<file path="src/rtl/multicycle_ctrl.sv">
// -----------------------------------------------------------------------------
// multicycle_ctrl
//   Control FSM and condition unit for a 32-bit ARM-subset multicycle datapath.
//   Decodes cond/op/funct/rd from the instruction register. Sequences each
//   instruction through fetch, decode, execute, memory and writeback in 3-5
//   cycles. Holds the NZCV flags and gates every architectural write on the
//   condition check.
//
// Parameters
//   FLAG_RST     reset value of the {N,Z,C,V} flag register
//
// Ports
//   clk          in   clock, all state updates on posedge
//   reset        in   synchronous active-low reset
//   cond         in   [3:0] instr[31:28]
//   op           in   [1:0] instr[27:26] (00 data-proc, 01 memory, 10 branch)
//   funct        in   [5:0] instr[25:20] ([5]=I, [4:1]=cmd, [0]=S or L)
//   rd           in   [3:0] instr[15:12]
//   alu_flags    in   [3:0] ALU {N,Z,C,V} of the current operation
//   mem_ready    in   memory handshake (only with CTRL_MEM_WAIT_EN)
//   pc_write, adr_src, mem_write, ir_write, reg_write   out  datapath strobes/selects
//   result_src, alu_src_a, alu_src_b, alu_control       out  datapath selects
//   imm_src, reg_src                                    out  extend / register-port selects
//   flags        out  [3:0] current NZCV register
//   state        out  [3:0] current FSM state encoding
//
// Configuration macro
//   CTRL_MEM_WAIT_EN  adds mem_ready; FETCH, MEMRD and MEMWR stall while it is 0
// -----------------------------------------------------------------------------
module multicycle_ctrl #(
   parameter logic [3:0] FLAG_RST = 4'b0000
) (
   input  logic       clk,
   input  logic       reset,
   input  logic [3:0] cond,
   input  logic [1:0] op,
   input  logic [5:0] funct,
   input  logic [3:0] rd,
   input  logic [3:0] alu_flags,
`ifdef CTRL_MEM_WAIT_EN
   input  logic       mem_ready,
`endif
   output logic       pc_write,
   output logic       adr_src,
   output logic       mem_write,
   output logic       ir_write,
   output logic       reg_write,
   output logic [1:0] result_src,
   output logic       alu_src_a,
   output logic [1:0] alu_src_b,
   output logic [1:0] alu_control,
   output logic [1:0] imm_src,
   output logic [1:0] reg_src,
   output logic [3:0] flags,
   output logic [3:0] state
);

   typedef enum logic [3:0] {
      FETCH  = 4'd0,
      DECODE = 4'd1,
      MEMADR = 4'd2,
      MEMRD  = 4'd3,
      MEMWB  = 4'd4,
      MEMWR  = 4'd5,
      EXECR  = 4'd6,
      EXECI  = 4'd7,
      ALUWB  = 4'd8,
      BRANCH = 4'd9
   } state_t;

   state_t     cur_state;
   state_t     nxt_state;
   logic [3:0] flag_reg;
   logic [1:0] exec_alu;
   logic       is_cmp;
   logic       cond_ex;
   logic       flag_upd;
   logic       mem_rdy;
   logic       pcw_raw;
   logic       mw_raw;
   logic       irw_raw;
   logic       rw_raw;

   // Standard ARM condition evaluation over {N,Z,C,V}
   function automatic logic cond_check(input logic [3:0] c, input logic [3:0] f);
      logic n, z, cf, v;
      n  = f[3];
      z  = f[2];
      cf = f[1];
      v  = f[0];
      case (c)
         4'b0000: cond_check = z;
         4'b0001: cond_check = ~z;
         4'b0010: cond_check = cf;
         4'b0011: cond_check = ~cf;
         4'b0100: cond_check = n;
         4'b0101: cond_check = ~n;
         4'b0110: cond_check = v;
         4'b0111: cond_check = ~v;
         4'b1000: cond_check = cf & ~z;
         4'b1001: cond_check = ~cf | z;
         4'b1010: cond_check = (n == v);
         4'b1011: cond_check = (n != v);
         4'b1100: cond_check = ~z & (n == v);
         4'b1101: cond_check = z | (n != v);
         4'b1110: cond_check = 1'b1;
         default: cond_check = 1'b0;
      endcase
   endfunction

`ifdef CTRL_MEM_WAIT_EN
   assign mem_rdy = mem_ready;
`else
   assign mem_rdy = 1'b1;
`endif

   assign cond_ex  = cond_check(cond, flag_reg);
   assign is_cmp   = (funct[4:1] == 4'b1010);
   // Flags are sampled at the end of the execute cycle; CMP always sets them.
   assign flag_upd = ((cur_state == EXECR) || (cur_state == EXECI)) &&
                     (funct[0] || is_cmp) && cond_ex;

   // Data-processing command to ALU operation; unknown commands fall back to ADD
   always_comb begin
      exec_alu = 2'b00;
      case (funct[4:1])
         4'b0100: exec_alu = 2'b00;
         4'b0010: exec_alu = 2'b01;
         4'b0000: exec_alu = 2'b10;
         4'b1100: exec_alu = 2'b11;
         4'b1010: exec_alu = 2'b01;
         default: exec_alu = 2'b00;
      endcase
   end

   // State and flag registers with synchronous active-low reset
   always_ff @(posedge clk) begin
      if (!reset) begin
         cur_state <= FETCH;
         flag_reg  <= FLAG_RST;
      end else begin
         cur_state <= nxt_state;
         if (flag_upd) begin
            flag_reg[3:2] <= alu_flags[3:2];
            // Logical ops (AND/ORR) leave C and V untouched
            if (!exec_alu[1]) begin
               flag_reg[1:0] <= alu_flags[1:0];
            end
         end
      end
   end

   // Next-state and datapath control decode
   always_comb begin
      nxt_state   = FETCH;
      pcw_raw     = 1'b0;
      mw_raw      = 1'b0;
      irw_raw     = 1'b0;
      rw_raw      = 1'b0;
      adr_src     = 1'b0;
      result_src  = 2'b00;
      alu_src_a   = 1'b0;
      alu_src_b   = 2'b00;
      alu_control = 2'b00;
      imm_src     = 2'b00;
      reg_src     = 2'b00;
      case (cur_state)
         FETCH: begin
            alu_src_a  = 1'b1;
            alu_src_b  = 2'b10;
            result_src = 2'b10;
            irw_raw    = mem_rdy;
            pcw_raw    = mem_rdy;
            if (mem_rdy) nxt_state = DECODE;
            else         nxt_state = FETCH;
         end
         DECODE: begin
            alu_src_a = 1'b1;
            alu_src_b = 2'b10;
            reg_src   = 2'b01;
            case (op)
               2'b01:   nxt_state = MEMADR;
               2'b00: begin
                  if (funct[5]) nxt_state = EXECI;
                  else          nxt_state = EXECR;
               end
               2'b10:   nxt_state = BRANCH;
               default: nxt_state = FETCH;
            endcase
         end
         MEMADR: begin
            alu_src_b = 2'b01;
            imm_src   = 2'b01;
            if (funct[0]) nxt_state = MEMRD;
            else          nxt_state = MEMWR;
         end
         MEMRD: begin
            adr_src = 1'b1;
            if (mem_rdy) nxt_state = MEMWB;
            else         nxt_state = MEMRD;
         end
         MEMWB: begin
            result_src = 2'b01;
            nxt_state  = FETCH;
            // A load to R15 redirects the PC instead of writing the register file
            if (rd == 4'd15) pcw_raw = cond_ex;
            else             rw_raw  = cond_ex;
         end
         MEMWR: begin
            adr_src = 1'b1;
            reg_src = 2'b10;
            mw_raw  = cond_ex & mem_rdy;
            if (mem_rdy) nxt_state = FETCH;
            else         nxt_state = MEMWR;
         end
         EXECR: begin
            alu_src_b   = 2'b00;
            alu_control = exec_alu;
            nxt_state   = ALUWB;
         end
         EXECI: begin
            alu_src_b   = 2'b01;
            imm_src     = 2'b00;
            alu_control = exec_alu;
            nxt_state   = ALUWB;
         end
         ALUWB: begin
            result_src = 2'b00;
            nxt_state  = FETCH;
            if (rd == 4'd15) pcw_raw = cond_ex & ~is_cmp;
            else             rw_raw  = cond_ex & ~is_cmp;
         end
         BRANCH: begin
            alu_src_a  = 1'b1;
            alu_src_b  = 2'b01;
            imm_src    = 2'b10;
            result_src = 2'b10;
            pcw_raw    = cond_ex;
            nxt_state  = FETCH;
         end
         default: nxt_state = FETCH;
      endcase
   end

   // While reset is asserted no architectural write may escape
   assign pc_write  = pcw_raw & reset;
   assign mem_write = mw_raw  & reset;
   assign ir_write  = irw_raw & reset;
   assign reg_write = rw_raw  & reset;
   assign flags     = flag_reg;
   assign state     = cur_state;

endmodule

</file>
<file path="config.mk">
export PLATFORM = sky130hd
export DESIGN_NAME = multicycle_ctrl
export DESIGN_NICKNAME = d
export VERILOG_FILES = /design/src/rtl/multicycle_ctrl.sv
export SDC_FILE = /design/constraint.sdc
export NUM_CORES = 1
export LEC_CHECK = 0
export CAP_MARGIN = 25
export CORE_MARGIN = 2
export CORE_UTILIZATION = 45
export DETAILED_ROUTE_END_ITERATION = 10
export DONT_BUFFER_PORTS = 1
export GPL_TIMING_DRIVEN = 0
export SETUP_SLACK_MARGIN = 0.2
export SYNTH_ARGS = -nofsm -noshare
export SYNTH_HDL_FRONTEND = slang
export SYNTH_SLANG_ARGS = --single-unit
</file>
<file path="constraint.sdc">
create_clock -name clk -period 4.4 [get_ports clk]
set_input_delay 0.44 -clock clk [delete_from_list [all_inputs] [get_ports clk]]
set_output_delay 0.44 -clock clk [all_outputs]
set_load 0.02 [all_outputs]
</file>
Word level (Yosys, flattened, before mapping)
Index checks and enable logic that the tools add are counted.
{"block": "classes", "n_eq_ne": 31, "muxes": 21, "bitwise": 15, "n_reduce_logical": 16}
{"cell": "== test 4 bit, second input constant", "n": 12}
{"cell": "== test 4 x 3 -> 1 bit, second input constant", "n": 8}
{"cell": "== test 4 x 2 -> 1 bit, second input constant", "n": 5}
{"cell": "case mux 4 bit (5 select lines)", "n": 1}
{"cell": "case mux 2 bit (2 select lines)", "n": 4}
{"cell": "case mux 1 bit (15 select lines)", "n": 1}
{"cell": "zero test 4 bit", "n": 3}
{"cell": "case mux 4 bit (3 select lines)", "n": 1}
{"cell": "OR reduction 2 bit", "n": 5}
{"cell": "2-to-1 mux 1 bit", "n": 9}
{"cell": "== test 4 x 1 -> 1 bit, second input constant", "n": 2}
{"cell": "AND 1 bit", "n": 7}
{"cell": "NOT 1 bit", "n": 6}
{"cell": "case mux 2 bit (3 select lines)", "n": 1}
{"cell": "OR reduction 3 bit", "n": 2}
{"cell": "case mux 1 bit (4 select lines)", "n": 1}
{"cell": "2-to-1 mux 3 bit", "n": 1}
{"cell": "== test 2 x 1 -> 1 bit, second input constant", "n": 1}
{"cell": "== test 2 bit, second input constant", "n": 1}
{"cell": "logical AND 1 bit", "n": 2}
{"cell": "zero test 2 bit", "n": 1}
{"cell": "logical OR 1 bit", "n": 2}
{"cell": "2-to-1 mux 2 bit", "n": 1}
{"cell": "OR 1 bit", "n": 2}
{"cell": "4 further kinds", "n": 4}
{"block": "word_totals", "register_bits": 8, "inputBits": 22, "out_inout_bits": 24, "elab_cells": 86}

Longest topological paths before layout
{"block": "depth", "word_depth": 7, "depth_mapped": 6, "ltp_nobuf": 5}

Worst setup path after synthesis
No wires, ideal clock.
{"block": "synth_path", "kind": "flip-flop to output port", "startpoint": "register cur_state[0] (netlist: state[0])", "endpoint": "output result_src[1]", "t_arrival_ps": 1831, "slack_ps": 2129, "stages_incl_launch_ff": 5, "path_buffers": 1, "path_cell_list": "dfxtp_1 > clkbuf_1 > inv_1 > a211oi_1 > o21a_1"}
{"block": "synth_between", "elab_chain_len": 3, "elab_cells_between_ends": 5, "cone_classes": "2 x eq/ne; 1 x mux; 2 x reduce/logical"}
{"item": "start, declared", "line": "71", "rtl": "state_t cur_state;"}
{"item": "start signal, assigned", "line": "142", "rtl": "cur_state <= nxt_state;"}
{"item": "== test 4 bit or zero test 4 bit (tied branches)", "line": "167", "rtl": "case (cur_state)"}
{"item": "OR reduction 2 bit (no line)"}
{"item": "case mux 2 bit (2 select lines) (*)", "line": "167"}
{"item": "end, declared", "line": "48", "rtl": "output logic [1:0] result_src,"}
Mark *: on every way between the ends. The rest lies on a longest branch, timed or not.

Worst setup path after layout
Ends and elaborated chain as after synthesis.

==> run metrics <==
area of the mapped netlist 853.3 sq um; part of the total power dissipated in the clock network 25.8%; vias after detailed routing 857; Max IR drop VDD 0.1851 mV; routability congestion estimate 0.7470; switching power of the nets 0.07137 mW; vias in the first global route 686; EDFF count, synth 0; fill cell total of the finished layout 199; total design power 0.2008 mW; pin count of the biggest net entering global routing 11; post-CTS setup buffer count 0; Hold Path Stages 2; Fin Setup TNS 0 ns; cell internal pwr 0.1294 mW; headroom to the max-slew limit 41.02%; DIE WIDTH 47.55 um; number of buffers on the longest clock path 2; count of hold buffers inserted by post-cts repair 0; row count 15; number of gates resized after cts 0; Max FO, Critical Path 9; combined global-route utilization of all metal layers 17.63%; Seq pwr share 39.8%; compound-gate portion of the synthesized area 21.55%; highest clock frequency the design can meet 0.3673 GHz; TritonCTS clock tree built; startpoint of the worst setup timing path state[0]; CTS root buffer sky130_fd_sc_hd__clkbuf_4; antenna violations before repair 0; FF+latch count, synth 8; dominant combinational cell family by area after synthesis simple AND/OR/NAND/NOR gates; number of max-cap violations 0; count of input and output buffers 0; Period minus WS final 2.723 ns; Sw Ratio 35.55%; beginning of the worst register-to-register path state[0]; capturing instance or port of the critical path result_src[1]; proportion of register bits with asynchronous set or reset after synthesis 0%; worst-case clock skew 0.005613 ns; Warnings, synthesis 0; Critical Path End Type output port; antenna cell count 0; length in cells of the worst reg-to-reg path 5; synthesized-area fraction occupied by xor and xnor cells 5.132%; Layout area overhead 6.305%; clk sink count 8; global-route wire length before repair 2904 um; Adder-Cell Fraction of Synth Area 0%; Tightest Hold Check Type primary input to flip-flop; total leakage power 0.3195 nW; Gate power share 34.4%; Final Setup Violations 0; share of synthesized area occupied by flip-flops and latches 18.77%; required time of the critical path 3.96 ns; number of max-slew violations in the final report 0; share of the cycle needed by the critical path after routing 61.88%; area of all placed cells without fillers 907.1 sq um; wire per inst 13.96 um; number of vias per cell 5.993; RSZ-0062 raised after global routing no; DIE AREA 2261 sq um; wire length on met3 167 um; endpoint arrival time on the critical path 2.28 ns; post-route ant nets 0; Setup crit start kind flip-flop; Core Footprint 1764 sq um; remaining design rule violation count 0; prevailing post-synth register cell sky130_fd_sc_hd__dfxtp_1; share of final-layout standard cells stronger than drive strength 1 11.02%; Num CTS Buffers 3; I/O pin count 46; Post-Syn Nets 137; RR Endpoint state[3]; clock transition time at the flip-flop clock pins of the worst setup and hold paths 0.05 ns; Routed Wire Length 1996 um; total cell area at the placement stage 884.6 sq um; overall overflow remaining after global route 0; share of synthesized area spent on multiplexers 7.185%; Cell variety after synth 39; worst slew pin tran 0.8767 ns; average cell area after synthesis 7.420 sq um; Nets 142; power density over cell area 221.4 nW/um^2; classification of the worst setup path flip-flop to output port; initial core utilization 48.37%; area of combinational cells with multiple inputs 623.1 sq um; Synth Area in Simple Gates 39.15%; number of DRC markers after the initial detailed-route iteration 13; highest metal layer used by the detailed router met3; hold violation total from the final report 0; sum of routed wire segments on met1 945 um; area occupied by registers 160.2 sq um; reg-to-reg slack, setup 2.40 ns; Initial DRT Pass Iterations 4; post-route core utilization 51.42%; met2 wire len 883 um; CTS HTree Levels 1; height of the chip 47.55 um; number of cells produced by synthesis 115; result of the run completed; Detail Placement HPWL 1603 um; Skew-Pair Late Insertion Delay 0.24 ns
[routing by layer]
metal,track usage [%],vias up
li1,-,431
met1,25.74,397
met2,26.22,29
met3,4.906,0
met4,3.243,0
met5,0,-
[placed cells by master, fill, tap and decap left out, types with 2 or more instances in the layout]
cell type,count
sky130_fd_sc_hd__nand4_1,2
sky130_fd_sc_hd__o21ai_0,5
sky130_fd_sc_hd__a21o_1,2
sky130_fd_sc_hd__nand3b_1,4
sky130_fd_sc_hd__inv_1,3
sky130_fd_sc_hd__nand2_1,16
sky130_fd_sc_hd__buf_6,3
sky130_fd_sc_hd__buf_2,2
sky130_fd_sc_hd__and3_1,3
sky130_fd_sc_hd__a21oi_1,3
sky130_fd_sc_hd__nor3b_1,2
sky130_fd_sc_hd__dfxtp_1,8
sky130_fd_sc_hd__nand2b_1,4
sky130_fd_sc_hd__xor2_1,4
sky130_fd_sc_hd__nor2_1,11
sky130_fd_sc_hd__nor3_1,8
sky130_fd_sc_hd__clkbuf_4,3
sky130_fd_sc_hd__nor4bb_1,2
sky130_fd_sc_hd__clkbuf_1,4
sky130_fd_sc_hd__a31oi_1,4
sky130_fd_sc_hd__mux2i_1,5
sky130_fd_sc_hd__o21a_1,2
[registers in the layout, summed over array words and instances (netlist names)]
signal	flops
state	4
flags	4
[cell families after synthesis]
family                    count (synthesis)
muxes                                     6
AOI/OAI and AO/OA                        26
xor gates and xnor gates                  5
buffers and inverters                    12
and+or+nand+nor                          58
DFF                                       8
[per-stage QoR]
stage	worst slack, ns	hold WS (ns)	std cells
finish	1.677	0.3365	143
global route	1.549	0.3380	143
CTS	1.673	0.3303	143
detailed placement	1.937	0.5901	140
global placement	1.958	0.5853	140
floorplan	2.129	0.5740	115
[cells in the mapped netlist (2+ instances only)]
cell type / number / area share (%)
sky130_fd_sc_hd__nand4_1: 2 / 1.5
sky130_fd_sc_hd__nand3b_1: 4 / 3.5
sky130_fd_sc_hd__xor2_1: 4 / 4.1
sky130_fd_sc_hd__dfxtp_1: 8 / 19
sky130_fd_sc_hd__a21o_1: 2 / 1.8
sky130_fd_sc_hd__o21ai_0: 5 / 2.9
sky130_fd_sc_hd__nor4bb_1: 2 / 2.3
sky130_fd_sc_hd__nor3_1: 8 / 4.7
sky130_fd_sc_hd__clkbuf_1: 4 / 1.8
sky130_fd_sc_hd__nand2_1: 16 / 7.0
sky130_fd_sc_hd__buf_2: 2 / 1.2
sky130_fd_sc_hd__mux2i_1: 5 / 5.9
sky130_fd_sc_hd__a21oi_1: 3 / 1.8
sky130_fd_sc_hd__o21a_1: 2 / 1.8
sky130_fd_sc_hd__nor2_1: 11 / 4.8
sky130_fd_sc_hd__a31oi_1: 4 / 2.9
sky130_fd_sc_hd__inv_1: 3 / 1.3
sky130_fd_sc_hd__nand2b_1: 4 / 2.9
sky130_fd_sc_hd__nor3b_1: 2 / 1.8
sky130_fd_sc_hd__buf_6: 3 / 4.0
sky130_fd_sc_hd__and3_1: 3 / 2.2
[how the worst min path moves through the flow]
stage,startpoint,endpoint
detailed placement,alu_flags[1],flags[1]
floorplan,flags[1],flags[1]
global placement,alu_flags[0],flags[0]
CTS,alu_flags[2],flags[2]
finish,alu_flags[2],flags[2]
global route,alu_flags[2],flags[2]
[critical path: stages, from the launching register on]
cell	delay (ns)
sky130_fd_sc_hd__dfxtp_1	0.44
sky130_fd_sc_hd__clkbuf_1	0.36
sky130_fd_sc_hd__inv_1	0.22
sky130_fd_sc_hd__a211oi_1	0.69
sky130_fd_sc_hd__o21a_1	0.33
[cell type report]
type,count,area share (%)
inverter,3,1.241
multi-input combinational,95,68.69
sequential,8,17.66
clock buffer,3,2.483
tap,25,3.448
buffer,9,6.483
[power groups by stage]
stage	clock network [mW]	registers, mW	logic (mW)
after floorplan	0	0.0809	0.0604
after global placement	0	0.0814	0.0677
after detailed placement	0	0.0814	0.0690
after CTS	0.0548	0.0799	0.0692
after global routing	0.0586	0.0802	0.0762
final	0.0518	0.0799	0.0690
Power figures use the tool's default switching activity.
